<file path="src/rtl/pc_redirect_ctrl_pkg.sv">
// pc_redirect_ctrl_pkg
//   Shared definitions for the fetch-PC redirect controller: FSM state
//   encodings, the default reset PC and the sequential-fetch step.
//   Ports: none (package).
package pc_redirect_ctrl_pkg;

  // Fetch controller states. RUN is the only state in which fetch may
  // consume pc_out.
  typedef enum logic [1:0] {
    ST_RUN       = 2'd0,
    ST_WAIT_JALR = 2'd1,
    ST_FLUSH     = 2'd2
  } pc_state_e;

  localparam logic [31:0] PC_RESET_DEFAULT = 32'h0000_0000;
  localparam logic [31:0] PC_STEP          = 32'd4;
  localparam int unsigned FLUSH_CNT_W      = 4;

  // Sequential fetch address; the 32-bit add wraps naturally at 2^32.
  function automatic logic [31:0] next_seq_pc(input logic [31:0] pc);
    return pc + PC_STEP;
  endfunction

endpackage

</file>
<file path="src/rtl/pc_redirect_ctrl.sv">
// pc_redirect_ctrl
//   Fetch-PC generator with decoder redirects, JALR stall and ROB flush.
//   Ports:
//     clk_in          system clock, rising edge
//     rst_in          asynchronous active-low reset
//     rdy_in          pause: all state holds while low
//     dec_valid       decoder reports the instruction at pc_out
//     dec_is_jalr     that instruction is a JALR (stall until it commits)
//     dec_redirect    JAL or predicted-taken branch
//     dec_target      predicted target for dec_redirect
//     rob_flush       mispredict detected at commit
//     rob_target      correct PC after the mispredict
//     jalr_done       a JALR committed
//     jalr_target     resolved JALR target
//     pc_out          current fetch PC (registered)
//     pc_valid        fetch may use pc_out this cycle (state RUN)
//     flush_out       registered one-cycle flush pulse to ROB/RS/LSB
//     mispredict_cnt  count of accepted rob_flush events (wraps)
module pc_redirect_ctrl
  import pc_redirect_ctrl_pkg::*;
#(
  parameter logic [31:0] RESET_PC     = PC_RESET_DEFAULT,
  parameter int unsigned FLUSH_CYCLES = 2
) (
  input  logic        clk_in,
  input  logic        rst_in,
  input  logic        rdy_in,
  input  logic        dec_valid,
  input  logic        dec_is_jalr,
  input  logic        dec_redirect,
  input  logic [31:0] dec_target,
  input  logic        rob_flush,
  input  logic [31:0] rob_target,
  input  logic        jalr_done,
  input  logic [31:0] jalr_target,
  output logic [31:0] pc_out,
  output logic        pc_valid,
  output logic        flush_out,
  output logic [31:0] mispredict_cnt
);

  // Counter holds the number of FLUSH cycles remaining after the current one.
  localparam logic [FLUSH_CNT_W-1:0] FLUSH_RELOAD = FLUSH_CNT_W'(FLUSH_CYCLES - 1);

  pc_state_e              state_q, state_d;
  logic [31:0]            pc_q, pc_d;
  logic [FLUSH_CNT_W-1:0] cnt_q, cnt_d;
  logic                   flush_q, flush_d;
  logic [31:0]            mis_q, mis_d;

  always_comb begin
    state_d = state_q;
    pc_d    = pc_q;
    cnt_d   = cnt_q;
    flush_d = 1'b0;
    mis_d   = mis_q;
    // A commit-time mispredict overrides everything else in the cycle,
    // including a pending JALR and any decoder report.
    if (rob_flush) begin
      state_d = ST_FLUSH;
      pc_d    = rob_target;
      cnt_d   = FLUSH_RELOAD;
      flush_d = 1'b1;
      mis_d   = mis_q + 32'd1;
    end else begin
      unique case (state_q)
        ST_RUN: begin
          if (dec_valid) begin
            if (dec_is_jalr) begin
              state_d = ST_WAIT_JALR;
            end else if (dec_redirect) begin
              pc_d = dec_target;
            end else begin
              pc_d = next_seq_pc(pc_q);
            end
          end
        end
        ST_WAIT_JALR: begin
          if (jalr_done) begin
            pc_d    = jalr_target;
            state_d = ST_RUN;
          end
        end
        ST_FLUSH: begin
          if (cnt_q == '0) begin
            state_d = ST_RUN;
          end else begin
            cnt_d = cnt_q - 1'b1;
          end
        end
        default: state_d = ST_RUN;
      endcase
    end
  end

  always_ff @(posedge clk_in or negedge rst_in) begin
    if (!rst_in) begin
      state_q <= ST_RUN;
      pc_q    <= RESET_PC;
      cnt_q   <= '0;
      flush_q <= 1'b0;
      mis_q   <= '0;
    end else if (rdy_in) begin
      state_q <= state_d;
      pc_q    <= pc_d;
      cnt_q   <= cnt_d;
      flush_q <= flush_d;
      mis_q   <= mis_d;
    end
  end

  assign pc_out         = pc_q;
  assign pc_valid       = (state_q == ST_RUN);
  assign flush_out      = flush_q;
  assign mispredict_cnt = mis_q;

endmodule
</file>
<file path="config.mk">
export PLATFORM = sky130hd
export DESIGN_NAME = pc_redirect_ctrl
export DESIGN_NICKNAME = d
export VERILOG_FILES = /design/src/rtl/pc_redirect_ctrl_pkg.sv /design/src/rtl/pc_redirect_ctrl.sv
export SDC_FILE = /design/constraint.sdc
export NUM_CORES = 1
export LEC_CHECK = 0
export ABC_CLOCK_PERIOD_IN_PS = 3000
export CAP_MARGIN = 5
export CORE_AREA = 2 2 100 102
export DETAILED_ROUTE_END_ITERATION = 10
export DIE_AREA = 0 0 102 104
export PLACE_DENSITY = 0.86
export SLEW_MARGIN = 20
export SYNTH_ARGS = -nofsm -noshare
export SYNTH_HDL_FRONTEND = slang
export SYNTH_SLANG_ARGS = --single-unit
</file>
<file path="constraint.sdc">
create_clock -name clk_in -period 3 [get_ports clk_in]
set_input_delay 0.75 -clock clk_in [delete_from_list [all_inputs] [get_ports clk_in]]
set_output_delay 0.75 -clock clk_in [all_outputs]
set_load 0.1 [all_outputs]
</file>
==> flow_summary.toml <==
[synth]
async_reset_ff_frac = 1.00
syn_area_mm2 = 0.00458
synth_fp_nets = 637
syn_avg_cell_area_um2 = 8.65
synth_flop_cell = "dfrtp_1"
synth.yosys.seq_area_share = 0.388
synth_top_area_frac = 0.388
synth_edf_count = 0
netlist_top_cells_count = "dfrtp_1 (71), nand2_1 (54), nor2_1 (41), o21ai_0 (34), a21oi_1 (31)"
synth-seq-cells = 71
ys_types = 61
yosysMostFrequentCell = "dfrtp_1"
synth.area.top_cells = "dfrtp_1 (39%), xnor2_1 (5.0%), nand2_1 (4.4%), o21ai_0 (3.7%), a21oi_1 (3.4%)"
yosysWarnings = 0
synth_top_area_cell = "dfrtp_1"
syn_inst = 529

[sta]
min_period_ns = 2.40
tightestPinTransition_ns = 0.785
hold_viol_final = 0
finalCritPeriodShare = 0.801
rsz0062_at_grt = "false"
setup_violations = 0
drv_slew = 0
fmax_ghz = 0.416
tns_ns = 0
relSlewSlack = 0.471
setup_ws_ns = 0.596
final.setup_skew_ns = 0.0179

[floorplanning]
die_w_um = 102
core_mm2 = 0.00955
num_rows = 36
io_pins = 170
fp.dieH_um = 104
start_util = 0.479
die_area_mm2 = 0.0106

[critical_path]
crit_path_frequent_cell = "and4_1"
cp-end-kind = "flop"
crit_chain = "clkdlybuf4s50_1 > and4_1 > and4_1 > and4_1 > nand4_1 > xnor2_1"
crit_type = "in2reg"
cp_slowest_cell = "clkdlybuf4s50_1"
worst-r2r-setup-slack_ns = 0.65
cp.required_ns = 3.25
r2r-start = "state_q[1]"
cpPeakStageDelay_ns = 0.67
startpoint = "rob_flush"
cp_data_arrival_time_ns = 2.66
timing.rr.end = "pc_out[24]"
cp-endpoint = "mispredict_cnt[31]"
reg2regPathDepth = 6
worstSetupStartpointType = "primary input"
cp_max_fo = 8

[clock_tree]
clkSlewWorstSetupHoldPaths_ns = 0.08
h-tree-depth = 3
cts_sinks = 71
cts_setup_buffers = 0
cts_hold_buf = 0
clkLatencyLatePin_ns = 0.37
tritoncts = "yes"
cts_buffers = 9
cts-resized-gates = 0
clockBufferDepth = 2
cts_root_buf = "clkbuf_8"

[job]
cap_violations = 0

[routing]
wl_per_cell_um = 19.0
drt_iter0_drc = 261
via_per_inst = 6.07
routed_wl_um = 15800
vias = 5072
drc = 0
drt-pass1-iter-count = 7
ant_nets = 0

[pwr]
power_frac_clock = 0.157
ir_drop_v = 0.000497
seqPwrFrac = 0.322
switchingPower_w = 0.00238
p_leak_nw = 2.74
p_int_w = 0.00206
power.density_mw_per_mm2 = 686
p_sw_frac = 0.535
combPwrFrac = 0.521

[final_layout]
antenna-diode-count = 0
drive_above_1_share = 0.164
area_growth_pct = 41.6
final_nets = 805
fillCellCount = 794

[global_routing]
grt.total_usage = 0.299
grt_max_degree = 72
grt_pass1_wl_um = 25100
first_global_vias = 5143
antenna_found_initial = 0
grt.overflow.total = 0

[place]
gp_congestion = 0.925
dp_hpwl_um = 11900
pre_cts_slack_ns = 0.235
port_buffers = 169

[status]
outcome = "finished, final reports clean"

[worst_hold_path]
hold_class = "in2async"
[area by class of cell]
class,instances,area (um2),share of cell area
clock inverters,7,47.5,0.00734
inverters,14,52.6,0.00811
repair buffers,187,1690,0.262
well taps,133,166,0.0257
multi-input cells,414,2620,0.404
clock buffers,9,124,0.0191
flip-flops and latches,71,1780,0.274
[metal layers]
metal / vias up / wire length [um] / track usage
met5: - / 0 / 0
met4: 0 / 497 / 0.141
met3: 45 / 1340 / 0.0625
met2: 273 / 7810 / 0.506
met1: 2455 / 6180 / 0.356
li1: 2299 / - / -
[worst min path at each step]
stage	from	endpoint	slack, ns	cells past startpoint
6_report	rst_in	pc_out[31]	0.40	2
3_3_place_gp	mispredict_cnt[31]	mispredict_cnt[31]	0.47	1
5_1_grt	rst_in	mispredict_cnt[28]	0.43	2
4_1_cts	rst_in	mispredict_cnt[28]	0.42	2
2_1_floorplan	rst_in	cnt_q[0]	0.45	0
3_5_place_dp	flush_out	flush_out	0.48	1
[worst max-delay path: cells and delay by family]
| family | cells | cell delay (ns) |
|---|---|---|
| simple gates | 4 | 1.08 |
| xor+xnor | 1 | 0.15 |
| buf+inv | 1 | 0.67 |
[power by group through the flow]
stage	sequential, W	clock (W)	combinational [W]
finish	0.00143	0.000699	0.00232
floorplan	0.00246	0	0.000597
CTS	0.00142	0.000699	0.00231
detailed placement	0.00144	0	0.00231
global placement	0.00143	0	0.00227
global route	0.00146	0.000740	0.00242
[state kept, by name (all words and copies together) (netlist names)]
signal and cells:
mispredict_cnt 32, pc_out 32, cnt_q 4, state_q 2, flush_out 1
[cells in the final DEF (no fill, tap or decap), types with 6 or more instances in the layout]
master	n
clkbuf_8	9
o22a_1	6
xor2_1	13
xnor2_1	26
inv_1	13
o22ai_1	12
o21ai_0	34
and2_1	6
nor3_1	9
nand2b_1	6
a31oi_1	13
or3_1	7
o31a_1	7
and4_1	6
nand2_1	54
nand3_1	29
clkdlybuf4s50_1	102
buf_4	81
dfrtp_1	71
a21oi_1	31
nand4_1	16
and3_1	17
o211ai_1	6
a211oi_1	9
nor3b_1	6
nor2_1	41
[kinds of logic (layout without fill, tap and decap cells)]
group	count (synthesis)	after routing	synth area share
compound gates	155	155	0.227
fa+ha+maj	4	4	0.0109
simple gates	212	212	0.247
flops	71	71	0.388
buf+inv	44	217	0.0427
xor+xnor	39	39	0.0747
mux	4	4	0.00902
[stage by stage]
| stage | util | total power, W | hold slack, ns | std cells | area [um2] |
|---|---|---|---|---|---|
| floorplan | - | 0.00306 | 0.454 | 529 | 4580 |
| global placement | 0.660 | 0.00370 | 0.467 | 819 | 6310 |
| detailed placement | 0.660 | 0.00375 | 0.479 | 819 | 6310 |
| CTS | 0.678 | 0.00444 | 0.417 | 835 | 6480 |
| global route | 0.678 | 0.00462 | 0.427 | 835 | 6480 |
| finish | 0.678 | 0.00444 | 0.395 | 835 | 6480 |
Power figures use the tool's default switching activity.
